`config.mk`:
```
export PLATFORM = sky130hd
export DESIGN_NAME = uart_img_rx_flat
export DESIGN_NICKNAME = d
export VERILOG_FILES = /design/src/rtl/mnist_pkg.sv /design/src/rtl/uart_img_rx_if.sv /design/src/rtl/uart_rx_core.sv /design/src/rtl/uart_img_rx.sv /design/src/flat_wrapper.sv
export SDC_FILE = /design/constraint.sdc
export NUM_CORES = 1
export LEC_CHECK = 0
export ABC_AREA = 0
export BUFFER_PORTS_ARGS = -buffer_cell sky130_fd_sc_hd__buf_4
export CAP_MARGIN = 15
export CORE_ASPECT_RATIO = 0.9
export CORE_MARGIN = 2
export CORE_UTILIZATION = 55
export DETAILED_ROUTE_END_ITERATION = 12
export HOLD_SLACK_MARGIN = 0.05
export PLACE_DENSITY = 0.8
export SYNTH_ARGS = -nofsm -noshare
export SYNTH_HDL_FRONTEND = slang
export SYNTH_SLANG_ARGS = --single-unit
```
`constraint.sdc`:
```
create_clock -name clk -period 3.3 [get_ports clk]
set_input_delay 0.495 -clock clk [delete_from_list [all_inputs] [get_ports clk]]
set_output_delay 0.495 -clock clk [all_outputs]
set_load 0.03 [all_outputs]
```
`src/rtl/mnist_pkg.sv`:
```
// Shared constants and state encodings for the UART image receive path.
// The framer's header state is used only when IMG_RX_HEADER_EN is defined.
package mnist_pkg;

  localparam int IMG_PIXELS = 784;
  localparam logic [7:0] IMG_HDR_BYTE = 8'hA5;

  typedef enum logic [1:0] {
    IDLE  = 2'd0,
    START = 2'd1,
    DATA  = 2'd2,
    STOP  = 2'd3
  } rx_state_e;

  typedef enum logic {
    WAIT_HDR = 1'b0,
    RECV     = 1'b1
  } frm_state_e;

endpackage

```
`src/rtl/uart_img_rx_if.sv`:
```
// Pixel stream from the image receiver to the mnist input port.
// Handshake: dout_vld is a one-cycle qualifier with no backpressure; img_dout is valid
// while dout_vld is high and is held until the next pixel. frame_done only ever rises
// together with dout_vld; frame_err and busy are standalone status signals.
interface uart_img_rx_if;
  logic [7:0] img_dout;
  logic       dout_vld;
  logic       frame_done;
  logic       frame_err;
  logic       busy;

  modport master (output img_dout, dout_vld, frame_done, frame_err, busy);
  modport slave  (input  img_dout, dout_vld, frame_done, frame_err, busy);
endinterface

```
`src/rtl/uart_rx_core.sv`:
```
// UART 8N1 bit-level receiver: 2-FF synchroniser, baud counter and bit FSM.
// rx_vld / rx_ferr are combinational and high during the cycle ending at the stop sample.
module uart_rx_core
  import mnist_pkg::*;
#(
  parameter int BAUD_DIV = 434
) (
  input  logic       clk,
  input  logic       rst,
  input  logic       uart_rxd,
  output logic [7:0] rx_byte,
  output logic       rx_vld,
  output logic       rx_ferr,
  output logic       rx_idle,
  output rx_state_e  state_dbg
);

  localparam int CNT_W = (BAUD_DIV > 1) ? $clog2(BAUD_DIV) : 1;
  localparam logic [CNT_W-1:0] DIV_LAST  = CNT_W'(BAUD_DIV - 1);
  localparam logic [CNT_W-1:0] HALF_LAST = CNT_W'(BAUD_DIV / 2 - 1);

  logic             sync1_q, sync2_q, prev_q;
  logic             armed_q, armed_d;
  rx_state_e        state_q, state_d;
  logic [CNT_W-1:0] cnt_q, cnt_d;
  logic [2:0]       bit_q, bit_d;
  logic [7:0]       shift_q, shift_d;

  always_ff @(posedge clk or posedge rst) begin
    if (rst) begin
      sync1_q <= 1'b1;
      sync2_q <= 1'b1;
      prev_q  <= 1'b1;
      armed_q <= 1'b0;
      state_q <= IDLE;
      cnt_q   <= '0;
      bit_q   <= '0;
      shift_q <= '0;
    end else begin
      sync1_q <= uart_rxd;
      sync2_q <= sync1_q;
      prev_q  <= sync2_q;
      armed_q <= armed_d;
      state_q <= state_d;
      cnt_q   <= cnt_d;
      bit_q   <= bit_d;
      shift_q <= shift_d;
    end
  end

  always_comb begin
    state_d = state_q;
    cnt_d   = cnt_q;
    bit_d   = bit_q;
    shift_d = shift_q;
    armed_d = armed_q;
    rx_vld  = 1'b0;
    rx_ferr = 1'b0;
    case (state_q)
      IDLE: begin
        cnt_d = '0;
        bit_d = '0;
        // After reset the line must read high for a full bit time before a start
        // edge is trusted, so a byte cut by reset is never picked up mid-stream.
        if (!armed_q) begin
          if (sync2_q) begin
            if (cnt_q == DIV_LAST) armed_d = 1'b1;
            else                   cnt_d   = cnt_q + 1'b1;
          end
        end else if (prev_q && !sync2_q) begin
          state_d = START;
        end
      end
      START: begin
        if (cnt_q == HALF_LAST) begin
          cnt_d   = '0;
          state_d = sync2_q ? IDLE : DATA;
        end else begin
          cnt_d = cnt_q + 1'b1;
        end
      end
      DATA: begin
        if (cnt_q == DIV_LAST) begin
          cnt_d   = '0;
          shift_d = {sync2_q, shift_q[7:1]};
          bit_d   = bit_q + 3'd1;
          if (bit_q == 3'd7) state_d = STOP;
        end else begin
          cnt_d = cnt_q + 1'b1;
        end
      end
      STOP: begin
        if (cnt_q == DIV_LAST) begin
          cnt_d   = '0;
          state_d = IDLE;
          rx_vld  = sync2_q;
          rx_ferr = !sync2_q;
        end else begin
          cnt_d = cnt_q + 1'b1;
        end
      end
      default: state_d = IDLE;
    endcase
  end

  assign rx_byte   = shift_q;
  assign rx_idle   = (state_q == IDLE);
  assign state_dbg = state_q;

endmodule

```
`src/rtl/uart_img_rx.sv`:
```
// UART 8N1 receiver plus image framer streaming one pixel per dout_vld pulse.
// Optional feature macro: IMG_RX_HEADER_EN (frames must start with header byte 8'hA5).
module uart_img_rx #(
  parameter int CLK_FREQ    = 50_000_000,
  parameter int BAUD        = 115_200,
  parameter int IMG_PIXELS  = mnist_pkg::IMG_PIXELS,
  parameter int TIMEOUT_CYC = 5_000_000
) (
  input  logic                  clk,
  input  logic                  rst,
  input  logic                  uart_rxd,
  uart_img_rx_if.master         out_if,
  output mnist_pkg::rx_state_e  dbg_rx_state,
  output mnist_pkg::frm_state_e dbg_frm_state
);
  import mnist_pkg::*;

  localparam int BAUD_DIV = CLK_FREQ / BAUD;
  localparam int PIX_W    = (IMG_PIXELS > 1) ? $clog2(IMG_PIXELS) : 1;
  localparam int IDLE_W   = $clog2(TIMEOUT_CYC + 1);
  localparam logic [PIX_W-1:0]  PIX_LAST = PIX_W'(IMG_PIXELS - 1);
  localparam logic [IDLE_W-1:0] TO_MAX   = IDLE_W'(TIMEOUT_CYC);

  logic [7:0]        rx_byte;
  logic              rx_vld, rx_ferr, rx_idle;
  logic [PIX_W-1:0]  pix_cnt_q, pix_cnt_d;
  logic [IDLE_W-1:0] idle_cnt_q, idle_cnt_d;
  logic [7:0]        dout_q, dout_d;
  logic              vld_q, vld_d, done_q, done_d, err_q, err_d;
  logic              pix_ok, timeout_hit;
  frm_state_e        frm_q;

  uart_rx_core #(.BAUD_DIV(BAUD_DIV)) u_core (
    .clk       (clk),
    .rst       (rst),
    .uart_rxd  (uart_rxd),
    .rx_byte   (rx_byte),
    .rx_vld    (rx_vld),
    .rx_ferr   (rx_ferr),
    .rx_idle   (rx_idle),
    .state_dbg (dbg_rx_state)
  );

`ifdef IMG_RX_HEADER_EN
  frm_state_e frm_d;

  always_ff @(posedge clk or posedge rst) begin
    if (rst) frm_q <= WAIT_HDR;
    else     frm_q <= frm_d;
  end

  // Frame end and any abort send the framer back to hunting for the header.
  always_comb begin
    frm_d = frm_q;
    if (frm_q == WAIT_HDR) begin
      if (rx_vld && (rx_byte == IMG_HDR_BYTE)) frm_d = RECV;
    end else if ((pix_ok && (pix_cnt_q == PIX_LAST)) || rx_ferr || timeout_hit) begin
      frm_d = WAIT_HDR;
    end
  end
`else
  assign frm_q = RECV;
`endif

  assign pix_ok      = rx_vld && (frm_q == RECV);
  assign timeout_hit = (pix_cnt_q != '0) && (idle_cnt_q == TO_MAX);

  // A valid byte outranks a timeout landing in the same cycle; a framing error and a
  // timeout together still yield one frame_err pulse.
  always_comb begin
    pix_cnt_d  = pix_cnt_q;
    idle_cnt_d = idle_cnt_q;
    dout_d     = dout_q;
    vld_d      = 1'b0;
    done_d     = 1'b0;
    err_d      = 1'b0;
    if (pix_ok) begin
      vld_d      = 1'b1;
      dout_d     = rx_byte;
      idle_cnt_d = '0;
      if (pix_cnt_q == PIX_LAST) begin
        done_d    = 1'b1;
        pix_cnt_d = '0;
      end else begin
        pix_cnt_d = pix_cnt_q + 1'b1;
      end
    end else if (rx_ferr || timeout_hit) begin
      err_d      = 1'b1;
      pix_cnt_d  = '0;
      idle_cnt_d = '0;
    end else if (pix_cnt_q == '0) begin
      idle_cnt_d = '0;
    end else if (rx_idle && (idle_cnt_q != TO_MAX)) begin
      idle_cnt_d = idle_cnt_q + 1'b1;
    end
  end

  always_ff @(posedge clk or posedge rst) begin
    if (rst) begin
      pix_cnt_q  <= '0;
      idle_cnt_q <= '0;
      dout_q     <= '0;
      vld_q      <= 1'b0;
      done_q     <= 1'b0;
      err_q      <= 1'b0;
    end else begin
      pix_cnt_q  <= pix_cnt_d;
      idle_cnt_q <= idle_cnt_d;
      dout_q     <= dout_d;
      vld_q      <= vld_d;
      done_q     <= done_d;
      err_q      <= err_d;
    end
  end

  assign out_if.img_dout   = dout_q;
  assign out_if.dout_vld   = vld_q;
  assign out_if.frame_done = done_q;
  assign out_if.frame_err  = err_q;
  assign out_if.busy       = (pix_cnt_q != '0);
  assign dbg_frm_state     = frm_q;

endmodule
```
`src/flat_wrapper.sv`:
```
// flat-port wrapper written by rule: the top's interface ports become plain ports
module uart_img_rx_flat import mnist_pkg::*;
#(
  parameter int CLK_FREQ    = 50_000_000,
  parameter int BAUD        = 115_200,
  parameter int IMG_PIXELS  = mnist_pkg::IMG_PIXELS,
  parameter int TIMEOUT_CYC = 5_000_000
)
  (clk, rst, uart_rxd, dbg_rx_state, dbg_frm_state, out_if_img_dout, out_if_dout_vld, out_if_frame_done, out_if_frame_err, out_if_busy);
  uart_img_rx_if out_if_i ();
  input  logic clk;
  input  logic rst;
  input  logic uart_rxd;
  output mnist_pkg::rx_state_e dbg_rx_state;
  output mnist_pkg::frm_state_e dbg_frm_state;
  output wire logic [$bits(out_if_i.img_dout)-1:0] out_if_img_dout;
  output wire logic [$bits(out_if_i.dout_vld)-1:0] out_if_dout_vld;
  output wire logic [$bits(out_if_i.frame_done)-1:0] out_if_frame_done;
  output wire logic [$bits(out_if_i.frame_err)-1:0] out_if_frame_err;
  output wire logic [$bits(out_if_i.busy)-1:0] out_if_busy;
  assign out_if_img_dout = out_if_i.img_dout;
  assign out_if_dout_vld = out_if_i.dout_vld;
  assign out_if_frame_done = out_if_i.frame_done;
  assign out_if_frame_err = out_if_i.frame_err;
  assign out_if_busy = out_if_i.busy;
  uart_img_rx #(.CLK_FREQ(CLK_FREQ), .BAUD(BAUD), .IMG_PIXELS(IMG_PIXELS), .TIMEOUT_CYC(TIMEOUT_CYC)) u_core (.clk(clk), .rst(rst), .uart_rxd(uart_rxd), .out_if(out_if_i), .dbg_rx_state(dbg_rx_state), .dbg_frm_state(dbg_frm_state));
endmodule
```
==> metrics.cfg, run 1 <==
[clocking]
clock-sinks=70
cts_setup_buffers=0
cts_root_buffer=clkbuf_8
insertion_delay_ns=0.35
ctsLongestPathBuffers=2
cts_resized=0
postCtsHoldBufs=0
numCtsBuffers=9
cts_tree=built
htreeDepth=3
clk_pin_slew_ns=0.09

[pwr]
ir_drop_v=0.000273
combPwrFrac=0.023
p_sw_frac=0.254
p_leak_nw=1.61
p_seq_frac=0.553
switching_power_mw=0.399
internal_power_mw=1.17
p_per_area_mw_per_mm2=402
clkPwrFrac=0.424

[layout]
area_growth_pct=11.3
n_antenna_cell=0
drive_gt1_frac=0.190
final_area_mm2=0.00391
regArea_mm2=0.00176
fillers=485
fin_nets=364
utilization=0.636
multi_input_area_mm2=0.00161

[sta]
setup_viol=0
hold_viol=0
fin_crit_sh=0.779
drv_slew=0
skew_ns=0.0107
tightest_slew_ns=0.913
rsz0062_at_grt=no
max_slew_margin=0.386
fin_crit_ns=2.57
setup_ws_ns=0.729
holdWs_ns=0.244
tns_ns=0
max_freq_mhz=389

[synth]
synth_seq_cells=70
synth_cell_type_count=51
synth_edf_count=0
syn-cell-area_mm2=0.00351
avgSynthCellArea_um2=10.5
netlist_instances=334
ys.flop_type=dfrtp_1
synth_fp_nets=346
synthTopCellsByArea=dfrtp_1, mux2_2, nor3_1
yosys-top-cells-count=dfrtp_1, nor3_1, inv_1
yosysTopAreaCell=dfrtp_1
async_reset_ff_frac=1.00
yosys_warnings=0
post-synth-top-count-cell=dfrtp_1
synthDominantCellAreaShare=0.477
synth.yosys.seq_area_share=0.500

[critical_path]
critPathLaunchType=flop
path_cells=inv_1, ha_1, or4b_2, nor3_2, inv_1, buf_4
worst_path_most_repeated_cell=inv_1
critical_path_required_ns=2.80
cpLargestDelayFamily=simple AND/OR/NAND/NOR gates
cp.arrival_ns=2.08
critPathBufInv=3
cp-end-kind=output pin
crit_type=flop to output pin
crit_fanout=5
critical-path-slowest-cell=or4b_2
critPathMaxStageDelay_ns=0.61

[drt]
vias_per_cell=5.83
drtAntennaViolNets=0
dr.pass1.iters=5
vias=2590
routed_wl_mm=6.55
first_iter_violations=145
drc_errors=0
wl_per_cell_um=14.8

[placement]
dp_slack_ns=0.870
dp_hpwl_mm=4.61
place_area_mm2=0.00372
place.gp.congestion=0.877
port_buffers=16

[grt]
antenna_found_initial=0
grt_pass1_vias=2461
overflow=0
grtUsageTotal=0.205
grt_pass1_wl_mm=11.2
grt_max_degree=37

[run_status]
outcome=finished clean

[min_path]
hp-class=input port to flop

[floorplanning]
row_count=27
die_h_um=79.8
fp.dieArea_mm2=0.00704
start_util=0.571
io_pins=18
core_area_mm2=0.00615
die_x_um=88.2

[run]
drv_cap=0

area by class of cell:
class	count	share of cell area
flip-flops and latches	70	0.449
repair buffers	20	0.0416
multi-input cells	228	0.411
clock buffers	9	0.0317
clock inverters	7	0.0170
inverters	23	0.0221
well taps	87	0.0278
power by group through the flow:
stage	sequential, mW	clock, mW	combinational [mW]
final	0.869	0.665	0.0359
after global routing	0.869	0.721	0.0424
after CTS	0.869	0.684	0.0379
after detailed placement	0.886	0	0.0377
after global placement	0.885	0	0.0369
after floorplan	0.884	0	0.0266
stage by stage:
step / std cells / power, mW
after floorplan: 334 / 0.910
after global routing: 444 / 1.63
final: 444 / 1.57
after detailed placement: 428 / 0.923
after global placement: 428 / 0.922
after CTS: 444 / 1.59
sequential cells by signal (all words and copies together) (netlist names), 3 cells and up, named ones only:
signal                  count
u_core.u_core.bit_q         3
u_core.pix_cnt_q           10
u_core.out_if.img_dout      8
u_core.u_core.rx_byte       8
u_core.idle_cnt_q          23
u_core.u_core.cnt_q         9
logic make-up (layout without fill, tap and decap cells):
family	after synthesis	after routing	synth area share
other cells	1	1	0.00107
flops	70	70	0.500
simple gates	124	124	0.207
xor+xnor	22	22	0.0549
buf+inv	36	59	0.0427
mux	20	20	0.0631
fa+ha+maj	9	9	0.0321
compound gates	52	52	0.0990
cells in the final DEF (no fill, tap or decap), types with 3 or more instances in the layout:
cell type / synthesis / layout
dfrtp_1: 67 / 67
nor3_1: 24 / 24
inv_1: 23 / 22
buf_4: 1 / 19
o21ai_0: 17 / 17
mux2_2: 17 / 17
nand2_1: 16 / 16
nor2_1: 16 / 16
nand3_1: 15 / 15
xnor2_1: 13 / 13
nand4_1: 10 / 10
xor2_1: 9 / 9
a211oi_1: 9 / 9
ha_1: 9 / 9
clkbuf_8: 0 / 9
or4_1: 7 / 7
nor4_1: 6 / 6
or3_1: 6 / 6
o211ai_1: 5 / 5
inv_6: 0 / 5
o31ai_1: 4 / 4
o31a_1: 3 / 3
mux2i_1: 3 / 3
and2_1: 3 / 3
o21a_1: 3 / 3
dfstp_2: 3 / 3
final timing paths:
| path | to | cells after the start | slack [ns] | start |
|---|---|---|---|---|
| worst max-delay path | out_if_busy | 6 | 0.73 | u_core.pix_cnt_q[0] |
| worst max register to register | u_core.idle_cnt_q[22] | 4 | 0.86 | u_core.u_core.state_dbg[0] |
| worst min-delay path | u_core.u_core.sync1_q | 1 | 0.24 | uart_rxd |
| min in group asynchronous | u_core.out_if.dout_vld | 2 | 0.26 | rst |
| worst min register to register | u_core.u_core.sync2_q | 0 | 0.36 | u_core.u_core.sync1_q |
| max in group asynchronous | u_core.idle_cnt_q[18] | 3 | 2.41 | rst |
layer usage:
metal	track usage	wire, µm
met1	0.276	3080
met2	0.319	3130
met3	0.0569	279
met4	0.0727	57
met5	0	0
Note: power is estimated with default switching activity, not from simulation.
==> run 2: changes to the inputs <==
- clock period: 3.3 -> 2.7 ns (I/O delays scaled with it)
==> run 2 against run 1 <==
Clock power is 30% higher. Sequential share of layout area is 0.50 points lower. Critical path depth stayed put. Clock skew is 0.0018 ns lower. Utilization is 0.71 points higher. Total power is 26% higher. Combinational power is 24% higher.
==> metrics.cfg, run 2 (synthesized netlist as in run 1, its figures left out) <==
[run]
drv_cap=0  ; unchanged

[grt]
grt_pass1_vias=2470  ; +0.37%
grtUsageTotal=0.226  ; +0.0211
grt_max_degree=34  ; -8.1%
overflow=0  ; unchanged
grt_pass1_wl_mm=12.3  ; +9.4%
antenna_found_initial=0  ; unchanged

[placement]
place.gp.congestion=0.860  ; -2.0%
dp_hpwl_mm=4.74  ; +2.7%
port_buffers=16  ; unchanged
dp_slack_ns=0.365  ; -0.505 ns

[clocking]
cts_resized=0  ; unchanged
clock-sinks=70  ; unchanged
cts_tree=built
ctsLongestPathBuffers=2  ; unchanged
insertion_delay_ns=0.35  ; about the same
clk_pin_slew_ns=0.07  ; -0.02 ns
postCtsHoldBufs=0  ; unchanged
cts_root_buffer=clkbuf_8
cts_setup_buffers=0  ; unchanged
htreeDepth=3  ; unchanged
numCtsBuffers=9  ; unchanged

[layout]
layout_commonest_cell=dfrtp_1
mostFrequentLayoutCells=dfrtp_1, nor3_1, buf_4, inv_1
largest_reg_flops=23  ; unchanged
n_antenna_cell=0  ; unchanged
fin_nets=368  ; +1.1%
drive_gt1_frac=0.199  ; +0.00897
top_register=u_core.idle_cnt_q
area_growth_pct=12.6
reg.largest.list=u_core.idle_cnt_q x23, u_core.pix_cnt_q x10, u_core.u_core.cnt_q x9

[sta]
skew_ns=0.00885  ; -0.00183 ns
tns_ns=0  ; unchanged
max_freq_mhz=393
drv_slew=0  ; unchanged
setup_ws_ns=0.154  ; -0.575 ns
rsz0062_at_grt=no
fin_crit_ns=2.55
tightest_slew_ns=0.954  ; +0.0418 ns
hold_viol=0  ; unchanged
max_slew_margin=0.358  ; -0.0281
fin_crit_sh=0.943
setup_viol=0  ; unchanged

[drt]
vias=2652  ; +2.4%
wl_per_cell_um=15.5  ; +4.9%
drc_errors=0  ; unchanged
vias_per_cell=5.92  ; +1.5%
dr.pass1.iters=4  ; -1
routed_wl_mm=6.94  ; +5.9%
drtAntennaViolNets=0  ; unchanged
first_iter_violations=226  ; +56%

[floorplanning]
start_util=0.571  ; unchanged
die_h_um=79.8  ; unchanged
die_x_um=88.2  ; unchanged
fp.dieArea_mm2=0.00704  ; unchanged
row_count=27  ; unchanged
core_area_mm2=0.00615  ; unchanged
io_pins=18  ; unchanged

[critical_path]
crit_type=flop to output pin
crit_fanout=5  ; unchanged
cp-end-kind=output pin
critPathLaunchType=flop
critical_path_required_ns=2.30  ; -0.50 ns
cp.arrival_ns=2.14  ; +0.06 ns
reg2regPathDepth=4  ; unchanged

[run_status]
outcome=finished clean

[pwr]
total_power_mw=1.97  ; +26%
p_seq_frac=0.538  ; -0.015
clkPwrFrac=0.439  ; +0.015
internal_power_mw=1.50  ; +29%
ir_drop_v=0.000372  ; +36%
p_per_area_mw_per_mm2=499  ; +24%
p_leak_nw=1.62  ; +1.0%
switching_power_mw=0.467  ; +17%
combPwrFrac=0.023  ; about the same
p_sw_frac=0.237  ; -0.0174

[min_path]
hp-class=input port to async pin

==> run 2: cell type report <==
cell class,instances,area [µm²]
fill,477,2190
clock buffer,9,124
multi-input combinational,228,1610
tap,87,109
inverter,23,86.3
timing repair buffer,24,193
clock inverter,7,80.1
sequential,70,1760
==> run 2: final timing paths <==
path	startpoint	to	slack, ns
worst max register to register	flop	u_core.idle_cnt_q[22]	0.35
min in group clk	uart_rxd	u_core.u_core.sync1_q	0.15
max in group asynchronous	rst	u_core.u_core.cnt_q[6]	2.03
worst min-delay path	rst	u_core.pix_cnt_q[2]	0.06
worst max-delay path	u_core.pix_cnt_q[0]	out_if_busy	0.15
worst min register to register	u_core.u_core.sync1_q	u_core.u_core.sync2_q	0.36
==> run 2: power groups by stage <==
stage               clock (mW)  sequential, mW  combinational [mW]
floorplan                    0            1.08              0.0325
global placement             0            1.08              0.0457
detailed placement           0            1.08              0.0461
CTS                      0.882            1.06              0.0465
global route             0.927            1.06              0.0524
finish                   0.867            1.06              0.0445
==> run 2: metal layers <==
metal | GRT usage | wire, µm | up-vias
li1 | - | - | 1261
met3 | 0.0683 | 366 | 10
met2 | 0.347 | 3300 | 79
met4 | 0.0591 | 75 | 0
met1 | 0.314 | 3200 | 1302
met5 | 0 | 0 | -
==> run 2: per-stage QoR <==
stage	utilization	hold slack, ns	cell area (µm²)	instances
floorplan	-	0.345	3510	334
global placement	0.610	0.346	3750	432
detailed placement	0.610	0.347	3750	432
CTS	0.643	0.0637	3950	448
global route	0.643	0.0892	3950	448
finish	0.643	0.0572	3950	448
==> run 2: worst max-delay path, cell delays in order (launching register included) <==
cell and delay, ns:
dfrtp_1 0.44, inv_1 0.08, ha_1 0.14, or4b_2 0.60, nor3_2 0.29, inv_1 0.08
buf_4 0.17
